## src/rtl/keypad_entry_display.sv

```systemverilog
// Keypad entry buffer with debounce and a multiplexed seven-segment driver; LEADING_ZERO_BLANK_EN blanks unentered digits.
// Latency: key_pulse STABLE_CYCLES after the first sampled press; buffer +1 cycle; seg/dig_sel registered together.
// Backpressure: none; lock mode drops keys when full, and clr beats a coincident key.
module keypad_entry_display #(
    parameter int NUM_DIGITS    = 2,
    parameter int STABLE_CYCLES = 50_000,
    parameter int REFRESH_DIV   = 50_000,
    localparam int DW = (NUM_DIGITS > 1) ? $clog2(NUM_DIGITS) : 1,
    localparam int CW = $clog2(NUM_DIGITS + 1)
) (
    input  logic                    clk,
    input  logic                    rst,
    input  logic                    key_valid,
    input  logic [3:0]              key_code,
    input  logic                    mode,
    input  logic                    clr,
    output logic [6:0]              seg,
    output logic [DW-1:0]           dig_sel,
    output logic [4*NUM_DIGITS-1:0] digits,
    output logic                    key_pulse,
    output logic [CW-1:0]           entry_cnt,
    output logic                    full
);
    localparam int SW = (STABLE_CYCLES > 1) ? $clog2(STABLE_CYCLES) : 1;
    localparam int RW = (REFRESH_DIV > 1) ? $clog2(REFRESH_DIV) : 1;
    localparam logic [SW-1:0] S_LAST = SW'(STABLE_CYCLES - 1);
    localparam logic [RW-1:0] R_LAST = RW'(REFRESH_DIV - 1);
    localparam logic [DW-1:0] D_LAST = DW'(NUM_DIGITS - 1);
    localparam logic [CW-1:0] C_FULL = CW'(NUM_DIGITS);

    typedef enum logic [1:0] {IDLE, PRESS_WAIT, HELD, REL_WAIT} state_t;

    state_t        state;
    logic [SW-1:0] stab_cnt;
    logic [3:0]    code_lat;
    logic [RW-1:0] pre_cnt;
    logic [DW-1:0] sel_next;
    logic [3:0]    nib;
    logic [6:0]    glyph;

    assign full = (entry_cnt == C_FULL);

    always_ff @(posedge clk or negedge rst) begin
        if (!rst) begin
            state     <= IDLE;
            stab_cnt  <= '0;
            code_lat  <= '0;
            key_pulse <= 1'b0;
        end else begin
            key_pulse <= 1'b0;
            case (state)
                IDLE: if (key_valid) begin
                    state    <= PRESS_WAIT;
                    code_lat <= key_code;
                    stab_cnt <= '0;
                end
                PRESS_WAIT: begin
                    if (!key_valid) begin
                        state <= IDLE;
                    end else if (key_code != code_lat) begin
                        code_lat <= key_code;
                        stab_cnt <= '0;
                    end else if (stab_cnt == S_LAST) begin
                        state     <= HELD;
                        key_pulse <= 1'b1;
                    end else begin
                        stab_cnt <= stab_cnt + SW'(1);
                    end
                end
                HELD: if (!key_valid) begin
                    state    <= REL_WAIT;
                    stab_cnt <= '0;
                end
                REL_WAIT: begin
                    if (key_valid) begin
                        state <= HELD;
                    end else if (stab_cnt == S_LAST) begin
                        state <= IDLE;
                    end else begin
                        stab_cnt <= stab_cnt + SW'(1);
                    end
                end
                default: state <= IDLE;
            endcase
        end
    end

    // code_lat still holds the accepted key while key_pulse is high
    always_ff @(posedge clk or negedge rst) begin
        if (!rst) begin
            digits    <= '0;
            entry_cnt <= '0;
        end else if (clr) begin
            digits    <= '0;
            entry_cnt <= '0;
        end else if (key_pulse && (!mode || !full)) begin
            digits <= {digits[4*NUM_DIGITS-5:0], code_lat};
            if (!full)
                entry_cnt <= entry_cnt + CW'(1);
        end
    end

    always_comb begin
        sel_next = dig_sel;
        if (pre_cnt == R_LAST)
            sel_next = (dig_sel == D_LAST) ? '0 : dig_sel + DW'(1);
        nib = digits[{sel_next, 2'b00} +: 4];
        case (nib)
            4'h0: glyph = 7'b1111110;
            4'h1: glyph = 7'b0110000;
            4'h2: glyph = 7'b1101101;
            4'h3: glyph = 7'b1111001;
            4'h4: glyph = 7'b0110011;
            4'h5: glyph = 7'b1011011;
            4'h6: glyph = 7'b1011111;
            4'h7: glyph = 7'b1110000;
            4'h8: glyph = 7'b1111111;
            4'h9: glyph = 7'b1111011;
            4'hA: glyph = 7'b1110111;
            4'hB: glyph = 7'b0011111;
            4'hC: glyph = 7'b1001110;
            4'hD: glyph = 7'b0111101;
            4'hE: glyph = 7'b1001111;
            default: glyph = 7'b1000111;
        endcase
`ifdef LEADING_ZERO_BLANK_EN
        // digit 0 stays visible even with nothing entered
        if (CW'(sel_next) >= ((entry_cnt == '0) ? CW'(1) : entry_cnt))
            glyph = 7'b0000000;
`endif
    end

    always_ff @(posedge clk or negedge rst) begin
        if (!rst) begin
            pre_cnt <= '0;
            dig_sel <= '0;
            seg     <= 7'b1111110;
        end else begin
            pre_cnt <= (pre_cnt == R_LAST) ? '0 : pre_cnt + RW'(1);
            dig_sel <= sel_next;
            seg     <= glyph;
        end
    end
endmodule

```

## config.mk

```make
export PLATFORM = sky130hd
export DESIGN_NAME = keypad_entry_display
export DESIGN_NICKNAME = d
export VERILOG_FILES = /design/src/rtl/keypad_entry_display.sv
export SDC_FILE = /design/constraint.sdc
export NUM_CORES = 1
export LEC_CHECK = 0
export BUFFER_PORTS_ARGS = -buffer_cell sky130_fd_sc_hd__buf_4
export CAP_MARGIN = 5
export CORE_MARGIN = 5
export CORE_UTILIZATION = 31
export CTS_CLUSTER_DIAMETER = 40
export DETAILED_ROUTE_END_ITERATION = 10
export GPL_TIMING_DRIVEN = 0
export PLACE_DENSITY_LB_ADDON = 0.2
export SYNTH_ARGS = -nofsm -noshare
export SYNTH_HDL_FRONTEND = slang
export SYNTH_SLANG_ARGS = --single-unit
```

## constraint.sdc

```tcl
create_clock -name clk -period 7.35 [get_ports clk]
set_input_delay 0 -clock clk [delete_from_list [all_inputs] [get_ports clk]]
set_output_delay 0 -clock clk [all_outputs]
set_load 0.05 [all_outputs]
```

==> reports/metrics.cfg <==
[yosys]
synth_top_area_cell = dfrtp_1
async_reset_ff_share_pct = 100
synth_top_area_share_pct = 40.1
synthTopCellsByArea = dfrtp_1 40%, xor2_1 6.3%, dfstp_2 5.0%, nand2_1 4.4%, nor2_1 4.4%
synth.avg_cell_area_sq_um = 9.70
ys_seq_area_share_pct = 45.0
synthCells = 328
synth-edff-count = 0
syn_nets = 347
yosysWarningCount = 0
ys_ff_latch = 57
netlist_area_sq_um = 3180
ys.flop_type = dfrtp_1
synth.distinct_cells = 54

[sta]
rsz0062_at_grt = false
slew_violations = 0
relSlewSlack_pct = 51.2
tns_ps = 0
post-route-period-util_pct = 48.4
setup-violations-final = 0
fin_ws_ps = 3790
min_period_ps = 3560
fin_skew_ps = 8.46
hold_viol_final = 0
worst_pin_slew_ps = 732
fmax_mhz = 281

[power_and_ir_drop]
power_switching_w = 0.000143
combPwrFrac_pct = 4.1
pwr-share-clk_pct = 45.9
powerDensity_nw_per_um2 = 169
cellLeakagePower_nw = 1.66
power.internal_w = 0.000501
p_seq_share_pct = 50.0
peakVddDrop_v = 0.000103
swShare_pct = 22.2

[final_layout]
syn_to_final_growth_pct = 19.7
fillers = 1043
regArea_sq_um = 1430
n_antenna_cell = 0
layout.nets = 391
multiInputGateArea_sq_um = 1640
utilization_pct = 37.4
drive_above_1_share_pct = 16.8

[detailed_routing]
avgViaCountPerCell = 4.80
wire_per_inst_microns = 13.2
vias = 2458
drtAntennaViolNets = 0
met2_length_mm = 3.14
dr_wl_met3_microns = 200
wl_met1_mm = 3.33
post-route-drc-count = 0
firstDrtPassIters = 4
drt_iter0_markers = 79
top_layer = met4
wirelength_mm = 6.75

[cts]
cts_setup_buffers = 0
clk_latency_ps = 340
cts_tree = done
cts_buffer_depth = 2
htreeDepth = 3
numCtsBuffers = 9
path_clk_slew_ps = 60
cts_num_sinks = 57
clock-root-buffer = clkbuf_8

[place]
place_congestion = 0.761
preCtsSetupSlack_ps = 3830
port-buffer-count = 27
dp_hpwl_mm = 4.64

[critical_path]
worst_path_dominant_cell_family = simple AND/OR/NAND/NOR gates
cp_max_fo = 10
slowest_stage = dfrtp_1
cp_cell_sequence = ha_1 > and3_1 > and4_1 > buf_6 > xnor2_4 > inv_6 > buf_8 > nand2_1 > nand2_1 > ha_1 > inv_1 > nor3b_1 > o41a_1 > or4_1 > mux2i_1
criticalPathCategory = reg2reg
crit_required_ps = 7600
critPathBufInv = 4
crit_arrival_ps = 3810
startpoint_type = flop
crit_path_end_kind = flop
cp_slowest_stage_delay_ps = 410

[global_routing]
groute.usage.overall_pct = 11.4
grt_pass1_wl_mm = 11.7
first_global_vias = 2405
antenna_found_initial = 0
grt_max_degree = 58
grt_overflow_total = 0

[worst_hold_path]
worstHoldPathType = in2reg

[die]
start_util_pct = 31.3
die_area_sq_um = 12400
rows = 37
core_sq_um = 10200
die_x_microns = 111
die_h_microns = 111
io_pins = 29

[run]
maxCapViolations = 0

[outcome]
status = finished clean

power groups by stage:
stage	Clock (W)	Combinational [W]	Sequential, W
final	0.000296	0.0000266	0.000322
after detailed placement	0	0.0000248	0.000327
after global placement	0	0.0000247	0.000327
after floorplan	0	0.0000119	0.000326
after CTS	0.000307	0.0000276	0.000321
after global routing	0.000320	0.0000309	0.000322
stage by stage:
stage               instance area [sq um]  power (W)  hold slack [ps]  std cells
floorplan                            3180   0.000338             -296        328
global placement                     3560   0.000352              117        491
detailed placement                   3560   0.000352              119        491
CTS                                  3810   0.000656             60.3        512
global route                         3810   0.000673             91.8        512
finish                               3810   0.000644             71.8        512
metal layers:
metal | track usage (%) | vias up
li1 | - | 1230
met4 | 3.89 | 0
met5 | 0 | -
met1 | 15.4 | 1191
met3 | 3.80 | 4
met2 | 17.2 | 33
cell usage after synthesis, types with 3 or more instances:
| cell | n |
|---|---|
| nor3_1 | 7 |
| dfstp_2 | 6 |
| nand2_1 | 37 |
| xnor2_1 | 11 |
| nor4bb_1 | 3 |
| nand4_1 | 11 |
| nand3_1 | 18 |
| and2_1 | 5 |
| ha_1 | 10 |
| nor3b_1 | 3 |
| inv_1 | 8 |
| mux2i_1 | 8 |
| nor2b_1 | 4 |
| nand3b_1 | 3 |
| nor2_1 | 37 |
| clkbuf_1 | 9 |
| o21ai_0 | 3 |
| nand2b_1 | 7 |
| dfrtp_1 | 51 |
| xor2_1 | 23 |
| a21oi_1 | 13 |
| mux2_2 | 6 |
| nor4_1 | 3 |
| and3_1 | 6 |
flip-flops by register name, indices dropped and copies added (netlist names), named ones only:
name / cells
key_pulse: 1
stab_cnt: 16
entry_cnt: 2
seg: 7
digits: 8
code_lat: 4
pre_cnt: 16
state: 1
dig_sel: 1
worst paths after layout:
kind,end,from,slack (ps),depth (start not counted)
min in group asynchronous,stab_cnt[11],rst,260,2
setup / recovery,seg[3],pre_cnt[0],3790,15
hold / removal,entry_cnt[1],clr,70,2
setup reg to reg,seg[3],pre_cnt[0],3790,15
hold reg to reg,pre_cnt[0],pre_cnt[0],490,1
max in group asynchronous,pre_cnt[12],rst,6590,2
layout make-up:
| cell class | count | area share, % |
|---|---|---|
| well taps | 136 | 4.46 |
| repair buffers | 33 | 6.89 |
| clock buffers | 12 | 4.07 |
| inverters | 9 | 1.02 |
| plain buffers | 14 | 1.90 |
| flip-flops and latches | 57 | 37.6 |
| clock inverters | 3 | 1.05 |
| multi-input cells | 248 | 43.0 |
cell usage in the layout, fill, tap and decap left out, types with 3 or more instances in the layout:
master         netlist  routed
dfrtp_1             51      51
mux2_2               6       6
xor2_1              23      23
nand3b_1             3       3
a21oi_1             13      13
clkbuf_8             0      11
ha_1                10      10
nor3_1               7       7
nor3b_1              3       3
nor4bb_1             3       3
dlygate4sd3_1        0       6
inv_1                8       8
and3_1               6       6
nand3_1             18      18
nand2_1             37      37
clkbuf_1             9      10
xnor2_1             11      11
nand4_1             11      11
nor2_1              37      37
nor2b_1              4       4
o21ai_0              3       3
mux2i_1              8       8
buf_4                0      27
nor4_1               3       3
nand2b_1             7       7
dfstp_2              6       6
and2_1               5       5
cell families (layout without fill, tap and decap cells):
logic type / after synthesis / after routing / synth area share, %
AO/OA/AOI/OAI: 34 / 34 / 7.43
flip-flops: 57 / 57 / 45.0
AND/OR/NAND/NOR: 155 / 155 / 25.2
multiplexers: 14 / 14 / 4.64
adder cells (fa/ha/maj): 10 / 10 / 3.93
buffers and inverters: 23 / 71 / 3.50
XOR/XNOR: 35 / 35 / 10.2
repair_timing:
item | 4_1_cts | 5_1_grt
endpoints found under the hold margin | 56 | 0
hold buffers | 6 | 0
resized for setup | 0 | 0
endpoints found under the setup margin | 0 | 0
(Power assumes the default switching activity.)
